--- src/rtl/rom_stream_reader.sv ---
// ROM region reader: walks base_addr..base_addr+len-1 (wrapping) and streams each word on valid/ready.
// Optional running checksum of accepted words is built only when STREAM_READER_CHECKSUM_EN is defined.
module rom_stream_reader #(
  parameter int ADDR_W = 4,
  parameter int DATA_W = 8
) (
  input  logic              clk,
  input  logic              rst_n,
  input  logic              start,
  input  logic              abort,
  input  logic [ADDR_W-1:0] base_addr,
  input  logic [ADDR_W:0]   len,
  output logic [ADDR_W-1:0] rom_addr,
  input  logic [DATA_W-1:0] rom_dout,
  output logic [DATA_W-1:0] m_data,
  output logic              m_valid,
  input  logic              m_ready,
  output logic              m_last,
  output logic              busy,
  output logic              done,
  output logic [DATA_W-1:0] checksum
);

  typedef enum logic [1:0] {
    IDLE  = 2'd0,
    FETCH = 2'd1,
    HOLD  = 2'd2
  } state_t;

  localparam logic [ADDR_W:0]   CNT_ONE  = 1;
  localparam logic [ADDR_W-1:0] ADDR_ONE = 1;

  state_t            state, state_next;
  logic [ADDR_W:0]   remaining, remaining_next;
  logic [ADDR_W-1:0] addr_next;
  logic [DATA_W-1:0] data_next;
  logic              valid_next;
  logic              last_next;
  logic              busy_next;
  logic              done_next;

  // Every output is a register; all of them clear asynchronously on reset.
  always_ff @(posedge clk or negedge rst_n) begin
    if (!rst_n) begin
      state     <= IDLE;
      remaining <= '0;
      rom_addr  <= '0;
      m_data    <= '0;
      m_valid   <= 1'b0;
      m_last    <= 1'b0;
      busy      <= 1'b0;
      done      <= 1'b0;
    end else begin
      state     <= state_next;
      remaining <= remaining_next;
      rom_addr  <= addr_next;
      m_data    <= data_next;
      m_valid   <= valid_next;
      m_last    <= last_next;
      busy      <= busy_next;
      done      <= done_next;
    end
  end

  always_comb begin
    state_next     = state;
    remaining_next = remaining;
    addr_next      = rom_addr;
    data_next      = m_data;
    valid_next     = m_valid;
    last_next      = m_last;
    busy_next      = busy;
    done_next      = 1'b0;

    case (state)
      IDLE: begin
        if (start) begin
          if (len != '0) begin
            remaining_next = len;
            addr_next      = base_addr;
            busy_next      = 1'b1;
            state_next     = FETCH;
          end else begin
            done_next = 1'b1;
          end
        end
      end

      FETCH: begin
        if (abort) begin
          valid_next = 1'b0;
          last_next  = 1'b0;
          busy_next  = 1'b0;
          state_next = IDLE;
        end else begin
          data_next  = rom_dout;
          valid_next = 1'b1;
          last_next  = (remaining == CNT_ONE);
          state_next = HOLD;
        end
      end

      HOLD: begin
        // abort outranks a handshake in the same cycle: the word is dropped uncounted
        if (abort) begin
          valid_next = 1'b0;
          last_next  = 1'b0;
          busy_next  = 1'b0;
          state_next = IDLE;
        end else if (m_valid && m_ready) begin
          valid_next     = 1'b0;
          remaining_next = remaining - CNT_ONE;
          if (m_last) begin
            last_next  = 1'b0;
            busy_next  = 1'b0;
            done_next  = 1'b1;
            state_next = IDLE;
          end else begin
            addr_next  = rom_addr + ADDR_ONE;
            state_next = FETCH;
          end
        end
      end

      default: begin
        state_next = IDLE;
      end
    endcase
  end

`ifdef STREAM_READER_CHECKSUM_EN
  function automatic logic [DATA_W-1:0] wrap_add(input logic [DATA_W-1:0] a,
                                                  input logic [DATA_W-1:0] b);
    return a + b;
  endfunction

  logic              sum_clr;
  logic              sum_add;
  logic [DATA_W-1:0] sum;

  assign sum_clr = (state == IDLE) && start;
  assign sum_add = (state == HOLD) && !abort && m_valid && m_ready;

  always_ff @(posedge clk or negedge rst_n) begin
    if (!rst_n) begin
      sum <= '0;
    end else if (sum_clr) begin
      sum <= '0;
    end else if (sum_add) begin
      sum <= wrap_add(sum, m_data);
    end
  end

  assign checksum = sum;
`else
  assign checksum = '0;
`endif

endmodule

--- config.mk ---
export PLATFORM = sky130hd
export DESIGN_NAME = rom_stream_reader
export DESIGN_NICKNAME = d
export VERILOG_FILES = /design/src/rtl/rom_stream_reader.sv
export SDC_FILE = /design/constraint.sdc
export NUM_CORES = 1
export LEC_CHECK = 0
export CAP_MARGIN = 20
export CORE_AREA = 2 2 57 59
export CTS_BUF_LIST = sky130_fd_sc_hd__clkbuf_8
export CTS_CLUSTER_DIAMETER = 100
export DETAILED_ROUTE_END_ITERATION = 8
export DIE_AREA = 0 0 59 61
export GPL_TIMING_DRIVEN = 0
export PLACE_DENSITY = 0.89
export SLEW_MARGIN = 20
export SYNTH_ARGS = -nofsm -noshare
export SYNTH_HDL_FRONTEND = slang
export SYNTH_SLANG_ARGS = --single-unit
--- constraint.sdc ---
create_clock -name clk -period 2.3 [get_ports clk]
set_input_delay 0.46 -clock clk [delete_from_list [all_inputs] [get_ports clk]]
set_output_delay 0.46 -clock clk [all_outputs]
set_load 0.02 [all_outputs]
---- After elaboration in Yosys (flattened, before gate mapping) ----
Index checks and enable logic that the tools add are counted.
operators by class
  add/subtract/negate cells ............... 2
  eq/ne operators ......................... 11
  muxes and demuxes ....................... 37
  bitwise operators ....................... 1
  reductions and logical operators ........ 12
operator list
  kind                                              number
  2-to-1 mux 4 bit                                  5
  2-to-1 mux 5 bit                                  4
  2-to-1 mux 1 bit                                  16
  != test 2 bit, second input constant              6
  AND reduction 6 bit                               2
  2-to-1 mux 2 bit                                  5
  case mux 5 bit (2 select lines)                   1
  case mux 4 bit (2 select lines)                   1
  != test 3 bit, second input constant              2
  case mux 1 bit (2 select lines)                   3
  case mux 2 bit (3 select lines)                   1
  == test 5 x 1 -> 1 bit, second input constant     1
  AND reduction 5 bit                               1
  nonzero test 5 bit                                1
  subtractor 5 x 1 -> 5 bit, second input constant  1
  adder 4 x 1 -> 4 bit, second input constant       1
  AND reduction 2 bit                               2
  nonzero test 2 bit                                2
  case mux 1 bit (3 select lines)                   1
  AND reduction 3 bit                               1
  nonzero test 3 bit                                1
  == test 2 x 1 -> 1 bit, second input constant     1
  == test 2 bit, second input constant              1
  zero test 2 bit                                   1
  2 further kinds                                   2
word-level totals
  bits in registers ....................... 23
  input port bits ......................... 22
  output and inout port bits .............. 24
  word-level logic and storage cells ...... 71

---- Logic depth before layout (Yosys ltp) ----
  word-level depth ........................ 5
  depth in mapped cells ................... 7
  depth with buffers taken out ............ 6

---- Worst setup path after synthesis ----
OpenSTA, ideal clock, no wires.
  path kind ............................... register to register
  start point ............................. register state[0]
  end point ............................... register state[1]
  data arrival time ....................... 1.548 ns
  data required time ...................... 2.173 ns
  path slack .............................. 0.624 ns
  stages on the path, launching flop included .. 8
  path buffers ............................ 1
  period minus slack after synthesis ...... 1.676 ns
  cells stage by stage .................... dfrtp_1 > inv_1 > ha_1 > buf_2 > inv_1 > a211o_1 > nand2_1 > mux2_1
between the ends
  word-level cells in the longest chain between the ends .. 3
  elaborated cells between the ends (all ways) .. 8
ends and longest elaborated chain
  what                                                      RTL line  text
  start, declared                                           33        state_t state, state_next;
  start signal, assigned                                    54        state <= state_next;
  == test 2 bit or zero test 2 bit (tied branches)          75        case (state)
  != test 3 bit (no line) or != test 2 bit (tied branches)  -
  AND reduction 3 bit (no line)                             -
Several ways; a longest one is shown, not always the timed one.
A chain may end at the register's enable or synchronous reset.

---- Worst setup path after layout ----
Ends and elaborated chain as after synthesis.

==> results.sh <==
export IMPL_outcome="complete, no violations"
export IMPL_dp_cells=201
export IMPL_dr_pass1_iters=5
export IMPL_path_class="register to register"
export IMPL_p_leak_nw=0.844
export IMPL_grt_max_degree=24
export IMPL_dp_hpwl_mm=2.22
export IMPL_pwr_share_comb_pct=58.2
export IMPL_rows=20
export IMPL_rsz0062_at_grt="false"
export IMPL_worstMarginPinSlew_ns=0.527
export IMPL_avgRoutedWirePerCell_um=13.7
export IMPL_tns_ns=0
export IMPL_relSlewSlack_pct=64.8
export IMPL_area_growth_pct=35.0
export IMPL_overflow=0
export IMPL_ys_seq_area_share_pct=42.1
export IMPL_chipWidth_um=59
export IMPL_power_switching_mw=0.971
export IMPL_skew_ns=0.00173
export IMPL_clkSinkCount=23
export IMPL_drc=0
export IMPL_cts_hold_buf=0
export IMPL_ys_types=38
export IMPL_cts_tree="yes"
export IMPL_cts_root_buffer="clkbuf_8"
export IMPL_max_freq_ghz=0.532
export IMPL_synthCells=124
export IMPL_vdd_drop_max_mv=0.761
export IMPL_crit_path_start_kind="register"
export IMPL_syn_area_per_cell_um2=11.0
export IMPL_clk_pin_slew_ns=0.08
export IMPL_numCtsBuffers=3
export IMPL_synth_seq_cells=23
export IMPL_clockBufferDepth=2
export IMPL_clk_insertion_delay_late_ns=0.27
export IMPL_cp_max_fo=10
export IMPL_hold_viol=0
export IMPL_num_vias=1080
export IMPL_synthesis_area_um2=1370
export IMPL_ys_async_sr_fraction_pct=100
export IMPL_first_global_vias=1076
export IMPL_p_total_mw=2.43
export IMPL_reg2reg_depth=7
export IMPL_drt_initial_drc_count=34
export IMPL_routed_wl_mm=2.80
export IMPL_whs_ns=0.161
export IMPL_hold_class="input port to async pin"
export IMPL_antenna_found_initial=0
export IMPL_grt_use_total_pct=17.5
export IMPL_setup_viol=0
export IMPL_start_util_pct=46.3
export IMPL_coreArea_um2=2950
export IMPL_crit_path_end_kind="register"
export IMPL_place_congestion=0.817
export IMPL_boundaryPins=46
export IMPL_switching_share_pct=40.0
export IMPL_cp_required_ns=2.46
export IMPL_seqCellArea_um2=576
export IMPL_io_buffers=37
export IMPL_drtAntennaViolNets=0
export IMPL_cts_max_level=1
export IMPL_layout_cells_most_common_list="clkdlybuf4s50_1, dfrtp_1, mux2_2"
export IMPL_report_final_slew_viol_count=0
export IMPL_layout_cells_non_filler=205
export IMPL_die_area_um2=3600
export IMPL_arrival_ns=2.04
export IMPL_synthFlopType="dfrtp_1"
export IMPL_synth_edf_count=0
export IMPL_power_frac_clock_pct=10.3
export IMPL_fillers=247
export IMPL_power_per_cell_area_nw_per_um2=1320
export IMPL_seqPwrFrac_pct=31.5
export IMPL_drive_gt1_share_pct=19.8
export IMPL_final_common_cell="clkdlybuf4s50_1"
export IMPL_drt_vias_per_instance=5.27
export IMPL_cts_setup_buffers=0
export IMPL_ys_warn_count=0
export IMPL_layout_min_cycle_time_ns=1.88
export IMPL_post_cts_resized=0
export IMPL_fin_nets=202
export IMPL_internal_power_mw=1.46
export IMPL_grt_pass1_wl_mm=4.75
export IMPL_period_share_pct=81.8
export IMPL_die_h_um=61
export IMPL_ff2ff_setup_slack_ns=0.42
export IMPL_max_cap_violations=0
export IMPL_multi_input_area_um2=709
export IMPL_n_antenna_cell=0
cells by family after synthesis:
group           count (synthesis)  synth area share [%]
mux                            20                  16.6
simple gates                   27                  12.1
other cells                     1                 0.274
xor+xnor                        4                  2.56
compound gates                 22                  12.1
flops                          23                  42.1
buf+inv                        20                  7.88
fa+ha+maj                       7                  6.41
critical path, cell delays in order (launching register included):
cell and delay, ns:
dfrtp_1 0.41, inv_1 0.11, ha_1 0.15, buf_2 0.20, inv_1 0.17, a211o_1 0.29, nand2_1 0.12, mux2_1 0.32
cell usage after synthesis, types with 3 or more instances:
master    n  area share, %
buf_4     8            4.4
o21ai_0   4            1.5
dfrtp_1  23             42
mux2i_1   5            3.7
nor2_1    7            1.9
ha_1      7            6.4
nor2b_1   3            1.4
xnor2_1   3            1.9
nand2_1   5            1.4
inv_1     9            2.5
mux2_2   12            9.9
a21oi_1   6            2.2
power by group through the flow:
stage / clock network (mW) / registers (mW) / logic [mW]
4_1_cts: 0.256 / 0.768 / 1.43
3_3_place_gp: 0 / 0.752 / 1.37
6_report: 0.250 / 0.766 / 1.41
5_1_grt: 0.270 / 0.793 / 1.55
2_1_floorplan: 0 / 0.901 / 0.805
3_5_place_dp: 0 / 0.772 / 1.42
metrics by stage:
step                setup slack, ns  cell area (um2)  util, %
floorplan                     0.624             1390        -
global placement              0.231             1800     61.1
detailed placement            0.230             1800     61.1
CTS                           0.403             1850     62.6
global route                  0.286             1840     62.5
finish                        0.420             1840     62.5
flip-flops by register name, summed over array words and instances (netlist names):
name       flops
rom_addr       4
m_data         8
remaining      5
done           1
busy           1
state          2
m_valid        1
m_last         1
per-layer routing:
layer	wire length (um)	track usage, %	up-vias
li1	-	-	510
met1	1130	20.6	509
met3	274	5.33	5
met2	1360	30.2	56
met5	0	0	-
met4	41	6.82	0
layout make-up:
class                   instances  share of cell area, %
well taps                      33                   2.24
inverters                       9                   1.83
plain buffers                  11                   4.00
multi-input cells              88                   38.5
clock buffers                   3                   2.24
flip-flops and latches         23                   31.2
repair buffers                 37                   19.8
clock inverters                 1                  0.204
final timing paths:
| check | startpoint | to |
|---|---|---|
| max | state[0]$_DFFE_PN0P_ | state[1]$_DFFE_PN0P_ |
| min | rst_n | m_data[4]$_DFFE_PN0P_ |
| max in group asynchronous | rst_n | rom_addr[2]$_DFFE_PN0P_ |
| min reg2reg | m_data[6]$_DFFE_PN0P_ | m_data[6]$_DFFE_PN0P_ |
| max reg2reg | state[0]$_DFFE_PN0P_ | state[1]$_DFFE_PN0P_ |
| min in group clk | m_data[6]$_DFFE_PN0P_ | m_data[6]$_DFFE_PN0P_ |
(Power assumes the default switching activity.)
